**src/rtl/torreta_pkg.sv**
```systemverilog
// Shared state encodings, debug codes and counter sizing for the turret fire/reload control unit.
// Optional reload watchdog is enabled with TORRETA_TIMEOUT_RECARGA_EN.
package torreta_pkg;

    typedef enum logic [2:0] {
        DESLIGADO       = 3'd0,
        PRONTO          = 3'd1,
        ACIONA          = 3'd2,
        COOLDOWN        = 3'd3,
        PEDE_RECARGA    = 3'd4,
        AGUARDA_RECARGA = 3'd5,
        FALHA           = 3'd6
    } estado_t;

    localparam logic [3:0] DB_INVALIDO = 4'd15;

    // The shared counter only ever reaches (largest phase length - 1).
    function automatic int largura_contador(input int a, input int b, input int c);
        int m;
        m = a;
        if (b > m) m = b;
        if (c > m) m = c;
        return (m < 2) ? 1 : $clog2(m);
    endfunction

    function automatic logic [3:0] codigo_db(input estado_t e);
        case (e)
            DESLIGADO:       return 4'd0;
            PRONTO:          return 4'd1;
            ACIONA:          return 4'd2;
            COOLDOWN:        return 4'd3;
            PEDE_RECARGA:    return 4'd4;
            AGUARDA_RECARGA: return 4'd5;
            FALHA:           return 4'd6;
            default:         return DB_INVALIDO;
        endcase
    endfunction

endpackage

```
**src/rtl/contador_ciclos.sv**
```systemverilog
// Phase-length up-counter with synchronous clear, enable and terminal compare.
// fim is combinational from the count; clear has priority over enable.
module contador_ciclos #(
    parameter int W = 4
) (
    input  logic         clock,
    input  logic         reset,
    input  logic         limpa,
    input  logic         habilita,
    input  logic [W-1:0] limite,
    output logic         fim
);

    logic [W-1:0] cnt;

    always_ff @(posedge clock or posedge reset) begin
        if (reset)         cnt <= '0;
        else if (limpa)    cnt <= '0;
        else if (habilita) cnt <= cnt + W'(1);
    end

    assign fim = (cnt == limite);

endmodule

```
**src/rtl/torreta_disparo_uc.sv**
```systemverilog
// Turret fire/reload sequencer: Moore FSM, outputs decoded from the state register, municao registered.
// Reload handshake is a one-cycle iniciar_recarga pulse answered by fim_recarga; watchdog under TORRETA_TIMEOUT_RECARGA_EN.
module torreta_disparo_uc
    import torreta_pkg::*;
#(
    parameter int MUNICAO_MAX     = 6,
    parameter int GATILHO_CICLOS  = 25000000,
    parameter int COOLDOWN_CICLOS = 10000000,
    parameter int TIMEOUT_CICLOS  = 150000000
) (
    input  logic                               clock,
    input  logic                               reset,
    input  logic                               ligar,
    input  logic                               disparar,
    input  logic                               recarregar,
    input  logic                               fim_recarga,
    output logic                               iniciar_recarga,
    output logic                               gatilho,
    output logic [$clog2(MUNICAO_MAX+1)-1:0]   municao,
    output logic                               vazio,
    output logic                               pronto,
    output logic                               falha,
    output logic [3:0]                         db_estado
);

    localparam int CW = largura_contador(GATILHO_CICLOS, COOLDOWN_CICLOS, TIMEOUT_CICLOS);
    localparam int MW = $clog2(MUNICAO_MAX + 1);
    localparam logic [CW-1:0] LIM_GATILHO  = CW'(GATILHO_CICLOS - 1);
    localparam logic [CW-1:0] LIM_COOLDOWN = CW'(COOLDOWN_CICLOS - 1);
    localparam logic [CW-1:0] LIM_TIMEOUT  = CW'(TIMEOUT_CICLOS - 1);
    localparam logic [MW-1:0] CHEIO        = MW'(MUNICAO_MAX);

    estado_t       estado, prox;
    logic          fim_cnt, cnt_hab;
    logic [CW-1:0] cnt_lim;
    logic          sem_municao;

    assign sem_municao = (municao == '0);

    always_comb begin
        prox = estado;
        case (estado)
            DESLIGADO:
                if (ligar) prox = sem_municao ? PEDE_RECARGA : PRONTO;
            PRONTO:
                if (!ligar)                               prox = DESLIGADO;
                else if (sem_municao)                     prox = PEDE_RECARGA;
                else if (recarregar && (municao < CHEIO)) prox = PEDE_RECARGA;
                else if (disparar)                        prox = ACIONA;
            ACIONA:
                if (fim_cnt) prox = COOLDOWN;
            COOLDOWN:
                if (fim_cnt) begin
                    if (!ligar)           prox = DESLIGADO;
                    else if (sem_municao) prox = PEDE_RECARGA;
                    else                  prox = PRONTO;
                end
            PEDE_RECARGA:
                prox = AGUARDA_RECARGA;
            AGUARDA_RECARGA:
                if (fim_recarga) prox = ligar ? PRONTO : DESLIGADO;
`ifdef TORRETA_TIMEOUT_RECARGA_EN
                else if (fim_cnt) prox = FALHA;
`endif
            FALHA:
`ifdef TORRETA_TIMEOUT_RECARGA_EN
                if (!ligar) prox = DESLIGADO;
`else
                prox = DESLIGADO;
`endif
            default:
                prox = DESLIGADO;
        endcase
    end

    // One counter serves every timed phase; the compare value follows the state.
    always_comb begin
        cnt_lim = LIM_GATILHO;
        cnt_hab = 1'b0;
        case (estado)
            ACIONA:          cnt_hab = 1'b1;
            COOLDOWN: begin
                cnt_lim = LIM_COOLDOWN;
                cnt_hab = 1'b1;
            end
            AGUARDA_RECARGA: begin
                cnt_lim = LIM_TIMEOUT;
`ifdef TORRETA_TIMEOUT_RECARGA_EN
                cnt_hab = 1'b1;
`endif
            end
            default: ;
        endcase
    end

    contador_ciclos #(.W(CW)) u_contador (
        .clock    (clock),
        .reset    (reset),
        .limpa    (prox != estado),
        .habilita (cnt_hab),
        .limite   (cnt_lim),
        .fim      (fim_cnt)
    );

    always_ff @(posedge clock or posedge reset) begin
        if (reset) begin
            estado  <= DESLIGADO;
            municao <= '0;
        end else begin
            estado <= prox;
            if (estado == AGUARDA_RECARGA && fim_recarga)
                municao <= CHEIO;
            else if (estado == PRONTO && prox == ACIONA)
                municao <= municao - MW'(1);
        end
    end

    assign gatilho         = (estado == ACIONA);
    assign iniciar_recarga = (estado == PEDE_RECARGA);
    assign pronto          = (estado == PRONTO);
    assign vazio           = sem_municao;
    assign db_estado       = codigo_db(estado);
`ifdef TORRETA_TIMEOUT_RECARGA_EN
    assign falha           = (estado == FALHA);
`else
    assign falha           = 1'b0;
`endif

endmodule

```
**config.mk**
```make
export PLATFORM = sky130hd
export DESIGN_NAME = torreta_disparo_uc
export DESIGN_NICKNAME = d
export VERILOG_FILES = /design/src/rtl/torreta_pkg.sv /design/src/rtl/contador_ciclos.sv /design/src/rtl/torreta_disparo_uc.sv
export SDC_FILE = /design/constraint.sdc
export NUM_CORES = 1
export LEC_CHECK = 0
export CAP_MARGIN = 10
export CORE_MARGIN = 8
export CORE_UTILIZATION = 52
export DETAILED_ROUTE_END_ITERATION = 16
export PLACE_DENSITY = 0.8
export SLEW_MARGIN = 25
export SYNTH_ARGS = -nofsm -noshare
export SYNTH_HDL_FRONTEND = slang
export SYNTH_HIERARCHICAL = 1
export SYNTH_SLANG_ARGS = --single-unit
```
**constraint.sdc**
```tcl
create_clock -name clock -period 12.4 [get_ports clock]
set_clock_uncertainty 0.2 [all_clocks]
set_input_delay 2.48 -clock clock [delete_from_list [all_inputs] [get_ports clock]]
set_output_delay 2.48 -clock clock [all_outputs]
set_load 0.005 [all_outputs]
```
==> results of run 1 <==
==> stage by stage <==
| step | setup slack [ns] | instance area, sq um | hold WS [ns] | power [mW] |
|---|---|---|---|---|
| after detailed placement | 6.17 | 2540 | 0.356 | 0.121 |
| after global placement | 6.31 | 2540 | 0.356 | 0.121 |
| after CTS | 6.46 | 2650 | 0.370 | 0.217 |
| after floorplan | 7.62 | 2390 | 0.329 | 0.118 |
| after global routing | 6.28 | 2660 | 0.395 | 0.222 |
| final | 6.68 | 2660 | 0.373 | 0.214 |
==> how the worst max path moves through the flow <==
stage	end	cells past startpoint	from	slack [ns]
floorplan	u_contador/cnt[27]	9	ligar	7.62
global placement	u_contador/cnt[25]	11	ligar	6.31
detailed placement	u_contador/cnt[25]	11	ligar	6.17
CTS	u_contador/cnt[25]	11	ligar	6.46
global route	u_contador/cnt[25]	19	estado[2]	6.28
finish	u_contador/cnt[25]	11	ligar	6.68
==> power by group <==
| group | internal [mW] | switching [mW] | total [mW] | leakage [nW] |
|---|---|---|---|---|
| combinational | 0.00286 | 0.00490 | 0.00776 | 0.621 |
| clock | 0.0560 | 0.0391 | 0.0951 | 0.0575 |
| sequential | 0.111 | 0 | 0.111 | 0.460 |
==> layout make-up <==
type / instances / area (sq um) / share of cell area
multi-input cells: 210 / 1380 / 0.520
flip-flops and latches: 34 / 851 / 0.320
repair buffers: 18 / 175 / 0.0659
clock buffers: 8 / 110 / 0.0415
inverters: 20 / 75.1 / 0.0283
well taps: 52 / 65.1 / 0.0245
==> worst max-delay path, stage by stage <==
cell	delay, ns
clkdlybuf4s50_1	0.54
and4bb_1	0.24
nand4_1	0.25
nand3_1	0.18
nor3_1	0.07
mux2i_2	0.16
buf_4	0.34
o2111ai_2	0.38
nand3b_1	0.40
or4_1	0.51
a21oi_1	0.16
==> placed cells by master (no fill, tap or decap), types with 3 or more instances in the layout <==
cell / Yosys / layout
a21oi_1: 19 / 19
and3_1: 3 / 3
clkbuf_8: 0 / 8
clkdlybuf4s50_1: 0 / 16
conb_1: 2 / 13
dfrtp_1: 34 / 34
ha_1: 3 / 3
inv_1: 20 / 19
nand2_1: 17 / 17
nand2b_1: 3 / 3
nand3_1: 10 / 10
nand4_1: 8 / 8
nor2_1: 16 / 16
nor2b_1: 3 / 3
nor3_1: 5 / 5
nor3b_1: 3 / 3
nor4_1: 7 / 7
o21ai_0: 11 / 11
o31ai_1: 9 / 9
or3_1: 4 / 4
or4_1: 9 / 9
xnor2_1: 23 / 23
xor2_1: 17 / 17
==> per-layer routing <==
layer  up-vias  part of all wire  GRT usage
met2        44              0.49      0.249
li1        977                 -          -
met5         -                 0          0
met4         0             0.019     0.0607
met1       961              0.44      0.162
met3         9             0.053     0.0479
==> cells by family after synthesis <==
group	count (synthesis)	synth area share
DFF	34	0.363
and+or+nand+nor	100	0.245
muxes	3	0.0133
xor gates and xnor gates	40	0.149
other	2	0.00320
buffers and inverters	37	0.0709
AOI/OAI and AO/OA	51	0.140
adders and majority gates	3	0.0160
==> flip-flops by register name (all words and copies together) (netlist names) <==
register        flops
u_contador/cnt     28
estado              3
municao             3
==> run summary, run 1 <==
first drt pass iteration count = 4
async set-reset flop share out of synthesis = 1.00
CP Data Arrival Time = 5.73 ns
top_reg_cell synth = dfrtp_1
CP required = 12.41 ns
DPL Wire Length = 3.52 mm
Hold Path Stages = 2
1st-iter DRT viols = 111
vias per inst = 5.82
Synth top cells by count = dfrtp_1 (34), xnor2_1 (23), inv_1 (20)
Setup CP Type = in -> reg
slew margin rel. = 0.614
sequential area share after synthesis = 0.363
CTS resizes = 0
Post-synth EDFFs = 0
clock root buffer = clkbuf_8
Clock H-tree levels = 2
dpl cells = 334
Die Wd = 83.2 microns
Cell Count, Final, Fillers Out = 342
HP Class = reg -> reg
Slew @ Worst Pin = 0.578 ns
Synth top area share = 0.363
# hold bufs at CTS = 0
fin crit period = 5.72 ns
Max Fclk = 175 MHz
PD cells = 80.5 mW/mm^2
DIE AREA = 0.00692 sq mm
DRC Markers = 0
Sink Count = 34
FF+latch count, synth = 34
synthesized instance count = 270
gr usage total = 0.146
startpoint types = input pin
area grow syn2layout = 13.2%
postcts setup bufs = 0
Reg2Reg Depth = 19
Max Cap Viol = 0
total negative slack = 0 ns
Antenna Cells = 0
final core occ = 0.610
outcome = completed
first-pass GRT wire length = 8.56 mm
unrepaired setup endpoints after global routing = false
Final nets = 298
initial antenna violation count = 0
fraction of layout instances using a drive strength above 1 = 0.0655
top-count cell post-synth = dfrtp_1
R2R setup slack = 6.88 ns
VDD IR max = 0.0000589 V
Die Y = 83.2 microns
Core Box Area = 0.00435 sq mm
CTS tree = yes
Hold Vio Cnt, Final = 0
hold endpoint = u_contador/cnt[27]
Clock Latency Late Sink = 0.29 ns
CTS buffer count = 5
static leakage = 1.14 nW
Clock Pin Slew Worst Setup and Hold Paths = 0.07 ns
final period utilization = 0.461
Crit Path Max Fanout = 32
post-synth top area cell = dfrtp_1
worst hold path startpoint = u_contador/cnt[27]
Clock Path Buffers = 2
wire per inst = 14.6 microns
vias in the first global route = 1966
Setup crit end kind = flop
pins over their slew limit = 0
Synth area leaders = dfrtp_1 (36%), xnor2_1 (8.6%), xor2_1 (6.3%), a21oi_1 (4.1%), inv_1 (3.2%)
RR Startpoint = estado[2]
# fillers = 391
Placer Congestion = 0.869
Ports = 18
PortBufs = 16
Mean Syn Cell Area = 8.69 sq um
Ys Warns = 6
Final setup violation count = 0
initial core utilization = 0.539
final wirelength = 4.99 mm
r2r endpoint = u_contador/cnt[25]
Yosys cell types = 45
Syn Std Cell Area = 0.00235 sq mm
pin count of the biggest net entering global routing = 33
site row count = 24
Detail Route Antenna Nets = 0
vias = 1991
GRT overflow = 0
Note: power is estimated with default switching activity, not from simulation.
==> run 2, diff against run 1 <==
==> constraint.sdc (replaced) <==
create_clock -name clock -period 5.4 [get_ports clock]
set_clock_uncertainty 0.2 [all_clocks]
set_input_delay 1.08 -clock clock [delete_from_list [all_inputs] [get_ports clock]]
set_output_delay 1.08 -clock clock [all_outputs]
set_load 0.005 [all_outputs]
==> run 2 against run 1 <==
Worst hold slack improved by 0.0068 ns. Sequential power is 130% higher. Critical path type is now reg -> reg. Count of clock-buffer cells in the layout down 1. Sequential share of layout area about the same. Flip-flop and latch count unchanged.
==> run summary, run 2 (synthesis results as in run 1) <==
outcome = completed
vias per inst = 5.70 (-2.0%)
# fillers = 394 (+0.77%)
Die Wd = 83.2 microns (unchanged)
DRC Markers = 0 (unchanged)
initial core utilization = 0.539 (unchanged)
fin crit period = 4.94 ns
Reg2Reg Depth = 19 (unchanged)
pre-CTS setup slack = 0.544 ns (-5.62 ns)
Setup crit end kind = flop
R2R setup slack = 0.46 ns (-6.42 ns)
Hold Vio Cnt, Final = 0 (unchanged)
HP Class = reg -> reg
1st-iter DRT viols = 82 (-26%)
Crit Path Max Fanout = 31 (-3.1%)
max reg flops = 28 (unchanged)
pins over their slew limit = 0 (unchanged)
CP required = 5.42 ns (-6.99 ns)
r2r endpoint = u_contador/cnt[20]
Max Fclk = 202 MHz
Cell Count, Final, Fillers Out = 343 (+0.29%)
Hold Path Stages = 2 (unchanged)
clock root buffer = clkbuf_8
hold endpoint = municao[1]
Sink Count = 34 (unchanged)
wire per inst = 14.7 microns (+0.59%)
CTS resizes = 0 (unchanged)
Clock Path Buffers = 2 (unchanged)
final core occ = 0.609 (about the same)
Biggest register = u_contador/cnt
pin count of the biggest net entering global routing = 32 (-3.0%)
CTS tree = yes
final worst slack = 0.455 ns (-6.22 ns)
vias = 1956 (-1.8%)
fraction of layout instances using a drive strength above 1 = 0.0584 (-0.00710)
final wirelength = 5.03 mm (+0.88%)
postcts setup bufs = 0 (unchanged)
PD cells = 189 mW/mm^2 (+140%)
Slew @ Worst Pin = 0.602 ns (+0.0240 ns)
DIE AREA = 0.00692 sq mm (unchanged)
# hold bufs at CTS = 0 (unchanged)
final period utilization = 0.916
first drt pass iteration count = 4 (unchanged)
commonest non-fill, non-tap cells in the layout = dfrtp_1 (34), xnor2_1 (23), inv_1 (19), a21oi_1 (19)
first-pass GRT wire length = 8.74 mm (+2.0%)
area grow syn2layout = 13.1% (about the same)
Final nets = 299 (+0.34%)
total negative slack = 0 ns (unchanged)
Max Cap Viol = 0 (unchanged)
CP Data Arrival Time = 4.96 ns (-0.77 ns)
Die Y = 83.2 microns (unchanged)
Setup CP Type = reg -> reg
vias in the first global route = 1806 (-8.1%)
RR Startpoint = estado[2]
Final setup violation count = 0 (unchanged)
Clock Pin Slew Worst Setup and Hold Paths = 0.07 ns (about the same)
unrepaired setup endpoints after global routing = false
final instance area = 0.00265 sq mm (about the same)
Antenna Cells = 0 (unchanged)
worst hold path startpoint = municao[1]
dpl cells = 335 (+0.30%)
startpoint types = flop
Clock Latency Late Sink = 0.29 ns (about the same)
Hold Slack = 0.380 ns (+0.00684 ns)
commonest non-fill, non-tap cell in the layout = dfrtp_1
Clock H-tree levels = 2 (unchanged)
placed instance area = 0.00255 sq mm (+0.30%)
Placer Congestion = 0.856 (-1.5%)
gr usage total = 0.149 (+0.00330)
CTS buffer count = 5 (unchanged)
DPL Wire Length = 3.52 mm (+0.24%)
Power, Total = 0.502 mW (+130%)
Largest regs = u_contador/cnt: 28 flops, estado: 3 flops, municao: 3 flops
initial antenna violation count = 0 (unchanged)
site row count = 24 (unchanged)
GRT overflow = 0 (unchanged)
static leakage = 1.14 nW (about the same)
VDD IR max = 0.000129 V (+120%)
slew margin rel. = 0.598 (-0.0160)
PortBufs = 16 (unchanged)
Ports = 18 (unchanged)
Core Box Area = 0.00435 sq mm (unchanged)
Detail Route Antenna Nets = 0 (unchanged)
## run 2: worst max path at each step
stage                         start            endpoint  slack [ns]  cells past startpoint
final                     estado[2]  u_contador/cnt[20]        0.46                     19
after global routing      estado[2]  u_contador/cnt[16]        0.08                     18
after CTS                 estado[2]  u_contador/cnt[16]        0.48                     18
after detailed placement  estado[2]  u_contador/cnt[16]        0.54                     19
after global placement    estado[2]  u_contador/cnt[20]        0.63                     18
after floorplan           estado[0]  u_contador/cnt[27]        1.35                     18
## run 2: per-layer routing
layer / up-vias / part of all wire / track usage
met5: - / 0 / 0
met4: 0 / 0.020 / 0.0591
met3: 10 / 0.047 / 0.0469
met2: 38 / 0.47 / 0.231
met1: 933 / 0.46 / 0.188
li1: 975 / - / -
## run 2: worst max-delay path, cell delays in order (launching register included)
cell and delay, ns:
dfrtp_1 0.50, nand2b_1 0.23, inv_1 0.22, nand2_1 0.22, nand2_1 0.23, inv_1 0.16
xor2_1 0.17, nor4_1 0.31, nand4_1 0.14, nor4_1 0.34, and2_1 0.25, nand2_1 0.07
a21oi_1 0.18, nor3_1 0.07, mux2i_2 0.20, buf_4 0.36, o211ai_1 0.15, buf_4 0.22
or4_1 0.51, a21oi_1 0.15
## run 2: where the power goes
group	internal [mW]	switching, mW	total (mW)
Sequential	0.255	0	0.255
Clock	0.138	0.0918	0.230
Combinational	0.00656	0.0114	0.0180
## run 2: area by class of cell
type | instances | area [sq um] | share of cell area
Clock buffer | 7 | 76.3 | 0.0288
Clock inverter | 1 | 30.0 | 0.0113
Inverter | 20 | 75.1 | 0.0283
Multi-Input combinational cell | 210 | 1370 | 0.518
Sequential cell | 34 | 851 | 0.321
Tap cell | 52 | 65.1 | 0.0245
Timing Repair Buffer | 19 | 183 | 0.0688
